==> src/rtl/fb_write_scheduler.sv <==
// fb_write_scheduler
//
// Owns the single write port of the black-and-white VGA framebuffer. Two
// pixel requesters share it through valid/ready handshakes with round-robin
// arbitration. A built-in clear engine can sweep the whole screen to one
// colour, writing one pixel per clock.
//
// Parameters:
//   WIDTH, HEIGHT   active area; the clear sweeps x 0..WIDTH-1, y 0..HEIGHT-1
//
// Ports:
//   clk50                       framebuffer clock (50 MHz)
//   reset                       synchronous, active-high
//   req{0,1}_valid/x/y/color    requester pixel (x/y are 12-bit signed)
//   req{0,1}_ready              pixel accepted this cycle (combinational)
//   clear_start, clear_color    one-cycle pulse starting a clear; colour sampled with it
//   busy                        clear in progress
//   clear_done                  one-cycle pulse, aligned with the last clear write
//   x, y, pixel_color           framebuffer write data
//   pixel_write                 framebuffer write strobe
//   clip_drop                   (FB_SCHED_CLIP_EN only) an accepted off-screen
//                               pixel was dropped; aligned with where its write would be
//
// Build option FB_SCHED_CLIP_EN: when defined, off-screen requester pixels are
// accepted but not written, and clip_drop reports each one.
//
// state | meaning
// ------+----------------------------------------------------------
// IDLE  | arbitrating requesters; clear_start moves to CLEAR
// CLEAR | sweeping the screen, one pixel per clock; requesters stalled

module fb_write_scheduler #(
    parameter int WIDTH  = 640,
    parameter int HEIGHT = 480
) (
    input  logic               clk50,
    input  logic               reset,
    input  logic               req0_valid,
    input  logic signed [11:0] req0_x,
    input  logic signed [11:0] req0_y,
    input  logic               req0_color,
    output logic               req0_ready,
    input  logic               req1_valid,
    input  logic signed [11:0] req1_x,
    input  logic signed [11:0] req1_y,
    input  logic               req1_color,
    output logic               req1_ready,
    input  logic               clear_start,
    input  logic               clear_color,
    output logic               busy,
    output logic               clear_done,
    output logic signed [11:0] x,
    output logic signed [11:0] y,
    output logic               pixel_color,
    output logic               pixel_write
`ifdef FB_SCHED_CLIP_EN
    ,
    output logic               clip_drop
`endif
);

    typedef enum logic {
        IDLE  = 1'b0,
        CLEAR = 1'b1
    } state_t;

    localparam logic [9:0] CX_LAST = 10'(WIDTH - 1);
    localparam logic [8:0] CY_LAST = 9'(HEIGHT - 1);

    state_t             state_q, state_d;
    logic               last_grant_q;
    logic               clr_color_q;
    logic [9:0]         cx_q;
    logic [8:0]         cy_q;

    logic               gnt0, gnt1;
    logic               accept;
    logic               clear_go;
    logic               clear_last;
    logic signed [11:0] sel_x, sel_y;
    logic               sel_color;
    logic               sel_clip;

    // Next state and grants. Clear has priority over any requester in the
    // cycle it starts; while clearing nobody is granted.
    always_comb begin
        state_d    = state_q;
        gnt0       = 1'b0;
        gnt1       = 1'b0;
        clear_go   = 1'b0;
        clear_last = 1'b0;
        case (state_q)
            IDLE: begin
                if (clear_start) begin
                    clear_go = 1'b1;
                    state_d  = CLEAR;
                end else if (req0_valid && req1_valid) begin
                    // Round robin: the side that did not win last time wins now.
                    gnt0 = last_grant_q;
                    gnt1 = ~last_grant_q;
                end else begin
                    gnt0 = req0_valid;
                    gnt1 = req1_valid;
                end
            end
            CLEAR: begin
                clear_last = (cx_q == CX_LAST) && (cy_q == CY_LAST);
                if (clear_last) begin
                    state_d = IDLE;
                end
            end
            default: state_d = IDLE;
        endcase
    end

    assign req0_ready = gnt0;
    assign req1_ready = gnt1;
    assign accept     = gnt0 | gnt1;

    assign sel_x     = gnt1 ? req1_x     : req0_x;
    assign sel_y     = gnt1 ? req1_y     : req0_y;
    assign sel_color = gnt1 ? req1_color : req0_color;

`ifdef FB_SCHED_CLIP_EN
    localparam logic signed [11:0] X_LIM = 12'(WIDTH);
    localparam logic signed [11:0] Y_LIM = 12'(HEIGHT);

    // Sign bit catches negative coordinates; the signed compares catch the far edges.
    assign sel_clip = sel_x[11] | sel_y[11] | (sel_x >= X_LIM) | (sel_y >= Y_LIM);
`else
    assign sel_clip = 1'b0;
`endif

    always_ff @(posedge clk50) begin
        if (reset) begin
            state_q      <= IDLE;
            last_grant_q <= 1'b1;
            clr_color_q  <= 1'b0;
            cx_q         <= '0;
            cy_q         <= '0;
            x            <= '0;
            y            <= '0;
            pixel_color  <= 1'b0;
            pixel_write  <= 1'b0;
            busy         <= 1'b0;
            clear_done   <= 1'b0;
`ifdef FB_SCHED_CLIP_EN
            clip_drop    <= 1'b0;
`endif
        end else begin
            state_q     <= state_d;
            pixel_write <= 1'b0;
            clear_done  <= 1'b0;
`ifdef FB_SCHED_CLIP_EN
            clip_drop   <= 1'b0;
`endif
            if (clear_go) begin
                clr_color_q <= clear_color;
                cx_q        <= '0;
                cy_q        <= '0;
                busy        <= 1'b1;
            end else if (state_q == CLEAR) begin
                x           <= {2'b00, cx_q};
                y           <= {3'b000, cy_q};
                pixel_color <= clr_color_q;
                pixel_write <= 1'b1;
                if (clear_last) begin
                    // busy/clear_done change together with the last write
                    // becoming visible; arbitration resumes in that cycle.
                    busy       <= 1'b0;
                    clear_done <= 1'b1;
                    cx_q       <= '0;
                    cy_q       <= '0;
                end else if (cx_q == CX_LAST) begin
                    cx_q <= '0;
                    cy_q <= cy_q + 9'd1;
                end else begin
                    cx_q <= cx_q + 10'd1;
                end
            end else if (accept) begin
                x            <= sel_x;
                y            <= sel_y;
                pixel_color  <= sel_color;
                pixel_write  <= ~sel_clip;
                last_grant_q <= gnt1;
`ifdef FB_SCHED_CLIP_EN
                clip_drop    <= sel_clip;
`endif
            end
        end
    end

endmodule
==> config.mk <==
export PLATFORM = sky130hd
export DESIGN_NAME = fb_write_scheduler
export DESIGN_NICKNAME = d
export VERILOG_FILES = /design/src/rtl/fb_write_scheduler.sv
export SDC_FILE = /design/constraint.sdc
export NUM_CORES = 1
export LEC_CHECK = 0
export ABC_CLOCK_PERIOD_IN_PS = 2100
export CORE_ASPECT_RATIO = 1.1
export CORE_UTILIZATION = 45
export DETAILED_ROUTE_END_ITERATION = 8
export GPL_TIMING_DRIVEN = 0
export HOLD_SLACK_MARGIN = 0.12
export PLACE_DENSITY_LB_ADDON = 0.3
export SYNTH_ARGS = -nofsm -noshare
export SYNTH_HDL_FRONTEND = slang
export SYNTH_SLANG_ARGS = --single-unit
==> constraint.sdc <==
create_clock -name clk50 -period 2.1 [get_ports clk50]
set_input_delay 0.42 -clock clk50 [delete_from_list [all_inputs] [get_ports clk50]]
set_output_delay 0.42 -clock clk50 [all_outputs]
set_load 0.05 [all_outputs]
# == Word level (Yosys, flattened, before mapping) ==
# Index checks and enable logic that the tools add are counted.
# word_totals
input_bits,56
ff_bits,50
output_inout_bits,30
wordCells,61
# classes
eq_ne,2
n_mux,30
addsub,2
bitwise_logic,4
n_reduce_logical,12
# ops
op,n
$mux W12,6
$mux W10,2
$mux W1,19
$mux W9,2
$add A10 B1 Y10 const B,1
$eq A10 B10 Y1 const B,1
$add A9 B1 Y9 const B,1
$eq A9 B9 Y1 const B,1
$reduce_bool A2 Y1,4
$reduce_and A2 Y1,3
$not A1 Y1,3
$reduce_and A3 Y1,1
$reduce_or A3 Y1,1
$logic_and A1 B1 Y1,2
$pmux W1 S2,1
$reduce_or A2 Y1,1
$or A1 B1 Y1,1

# == Depth between registers and ports, before layout ==
# Gate-level depths: netlist (run 1).
# depth
ltp_word,7
mapped_depth,6
depth_no_buf,5

# == Least setup slack after synthesis (run 1) ==
# Ideal clock, no wire load.
# synth_timing
path_type,register to output
start,reg state_q
end,out req0_ready
setup_slack_ns,0.171
path_stages_with_launch,5
t_arrival_ns,1.509
required_ns,1.680
path_cell_list,dfxtp_1 clkbuf_1 nor2_1 nand2_1 a21oi_1
# synth_between
elab_chain_cells,1
# synth_rtl
item,line,rtl
start: declaration,70,"state_t state_q, state_d;"
start signal: assignment,151,state_q <= state_d;
$mux W1,92,case (state_q)
end: declaration,42,"output logic req0_ready,"
# Every way passes these cells.

# == Worst setup path after layout (run 1) ==
# layout_timing
start,reg cx_q[0]
end,reg cy_q[8]
# layout_between
elab_chain_cells,5
elab_cells_between_ends,6
# layout_rtl
item,line,rtl
start: declaration,73,logic [9:0] cx_q;
start signal: assignment,178,cx_q <= cx_q + 10'd1;
$eq A10 B10 Y1 (*),"107, 174",
$logic_and A1 B1 Y1,107,clear_last = (cx_q == CX_LAST) && (cy_q == CY_LAST);
$mux W1,92,
$reduce_bool A2 Y1 (no line),--,
$reduce_and A2 Y1 (no line),--,
end signal: assignment,176,cy_q <= cy_q + 9'd1;
end: declaration,74,logic [8:0] cy_q;
# Mark *: on every way between the ends. The rest lies on a longest branch, timed or not.
# A chain may end at the register's enable or synchronous reset.

==> results of run 1 <==
[cells by family (layout without fill, tap and decap cells)]
group | after synthesis | count (layout) | synth area share, %
AOI/OAI and AO/OA | 110 | 110 | 26.8
xor gates and xnor gates | 8 | 8 | 2.92
adders and majority gates | 2 | 2 | 1.04
buffers and inverters | 25 | 117 | 3.96
DFF | 50 | 50 | 41.7
muxes | 1 | 1 | 0.417
and+or+nand+nor | 110 | 110 | 23.1
[where the power goes]
| part | leakage, nW | switching [mW] | internal [mW] |
|---|---|---|---|
| registers | 0.408 | 0.0235 | 0.987 |
| logic | 0.728 | 0.271 | 0.204 |
| clock network | 0.0482 | 0.322 | 0.266 |
| total | 1.18 | 0.616 | 1.46 |
[cells in the mapped netlist]
cell type	instances	share of area [%]
or4b_1	1	0.42
nand4bb_4	1	1.1
a211o_1	20	7.3
dfxtp_1	50	42
nand2b_1	1	0.26
xnor2_1	5	1.8
nand3b_1	1	0.31
nor3b_1	1	0.31
buf_1	1	0.16
a311oi_1	1	0.37
or3_4	1	0.47
and2_1	1	0.26
o22ai_1	1	0.26
nor4_1	2	0.52
inv_1	4	0.63
a21oi_1	11	2.3
clkbuf_1	19	3.0
o21bai_1	1	0.31
nor3_1	9	1.9
and4_1	2	0.73
nand4_1	4	1.0
or4_1	2	0.63
buf_2	1	0.21
or2_2	2	0.52
nand3_2	1	0.42
xor2_1	3	1.1
nand2_1	44	6.9
o21ai_0	69	14
nand3_1	9	1.9
or3_1	5	1.3
nor2_1	18	2.8
mux2i_1	1	0.42
nor2b_1	5	1.3
ha_1	2	1.0
o31ai_1	1	0.31
a31oi_1	6	1.6
[how the worst min path moves through the flow]
| stage | endpoint | slack [ns] |
|---|---|---|
| after floorplan | pixel_color | 0.42 |
| after global placement | pixel_color | 0.45 |
| after detailed placement | busy | 0.50 |
| after CTS | pixel_write | 0.51 |
| after global routing | busy | 0.55 |
| final | clr_color_q | 0.50 |
[timing repair]
item                       CTS  global route
hold endpoints to repair     0             0
pin swaps                    0             2
gates resized for setup     18             6
buffers inserted             0             2
setup endpoints to repair   16             6
[flip-flops by register name, indices dropped and copies added (netlist names)]
name,cells
clear_done,1
state_q,1
y,12
cy_q,9
busy,1
pixel_write,1
cx_q,10
clr_color_q,1
x,12
pixel_color,1
last_grant_q,1
[through the flow]
stage	instance area, sq um	hold WS (ns)	power [mW]	utilization [%]
after floorplan	2400	0.424	1.28	-
after global routing	3440	0.554	2.15	68.0
after CTS	3420	0.506	2.07	67.4
after global placement	3310	0.451	1.49	65.4
after detailed placement	3310	0.495	1.50	65.4
final	3440	0.504	2.07	68.0
[per-layer routing]
| layer | wire, um | GRT usage [%] |
|---|---|---|
| met1 | 2730 | 28.1 |
| met5 | 0 | 0 |
| met2 | 3480 | 45.9 |
| met4 | 150 | 10.0 |
| met3 | 431 | 6.16 |
[layout make-up]
cell class / instances / area share, %
multi-input cells: 231 / 38.6
flip-flops and latches: 50 / 29.1
repair buffers: 86 / 25.0
clock buffers: 7 / 2.51
plain buffers: 19 / 2.14
well taps: 58 / 2.11
inverters: 4 / 0.509
clock inverters: 1 / 0.145
[critical path: stages, from the launching register on]
cell     delay, ns
dfxtp_1       0.42
ha_1          0.26
nand3_1       0.24
or3_4         0.42
or4b_1        0.53
a21oi_1       0.13
==> out/metrics.cfg, run 1 <==
[placement]
io_buffers=84
dp_cells=448
hpwl_mm=5.06
pre_cts_slack_ns=-0.996
gp_congestion=0.844

[synth]
yosysWarningCount=0
ys_types=36
ys_ff_latch=50
synth_area_per_cell_sq_um=7.84
synth_area_sq_mm=0.00240
synth_nets=364
syn_inst=306
ys_seq_area_share_pct=41.7

[critical_path]
path_class=flip-flop to flip-flop
rrSetupSlack_ns=0.04
crit_fanout=7
worstPathRequired_ns=2.35
crit_path_end=cy_q[8]
r2r.worst_path.cells=5
regToRegEndpoint=cy_q[8]
end_kind=flip-flop
startpoint=cx_q[0]
crit_arrival_ns=2.31
worstSetupStartpointType=flip-flop
r2r_start=cx_q[0]

[detailed_routing]
firstDrtPassIters=4
viasPerCell=5.70
wirelength_mm=6.80
ant_nets=0
drt_iter0_drc=146
drc=0
vias=2599
wl_per_cell_um=14.9

[clocking]
cts_tree=built
root_buffer=clkbuf_8
numCtsBuffers=5
cts.path.max_buffers=2
clkSlewWorstSetupHoldPaths_ns=0.09
hold_buffers=0
htreeDepth=2
clock_latency_ns=0.31
clock-sinks=50

[final_layout]
final_common_cell=clkdlybuf4s50_1
seqCellArea_sq_mm=0.00100
fin_nets=455
final_cell_mix=80 x clkdlybuf4s50_1, 69 x o21ai_0, 50 x dfxtp_1
drive_above_1_share_pct=5.78
multi_input_area_sq_mm=0.00133
area_growth_pct=43.6
fillers=445
fin_cells=456
antennaDiodeCount=0

[floorplan]
core_area_sq_mm=0.00507
die-area_sq_mm=0.00563
rows=27
ios=86
die_w_um=71.6
start_util_pct=47.3
die_y_um=78.6

[global_routing]
grt.overflow.total=0
grt_pass1_wl_mm=11.1
antenna_found_initial=0
grt_pass1_vias=2500
grt_start_max_net_pins=15
grt_use_total_pct=25.3

[worst_hold_path]
worst_hold_path_type=input port to flip-flop
hp-start=reset
hold_depth=2

[job]
max-cap-violations=0

[timing]
fin_crit_ns=2.06
fin_crit_sh_pct=98.1
clock_skew_ns=0.00558
grt_setup_unrepaired=true
setup_viol=0
timing.fmax_ghz=0.486
drv_slew=0
slew_headroom_pct=65.1
hold_viol=0
fin_ws_ns=0.0409
tns_ns=0
worstMarginPinSlew_ns=0.521

[power]
powerDensity_mw_per_mm2=602
ir_worst_vdd_mv=0.444
p_leak_nw=1.18

[outcome]
status=finished clean

Note: power is estimated with default switching activity, not from simulation.
==> inputs of run 2 (changes only) <==
Settings changed: CAP_MARGIN from default to 20.
==> results of run 2 <==
Final layout, timing and power as in run 1 (identical DEF).
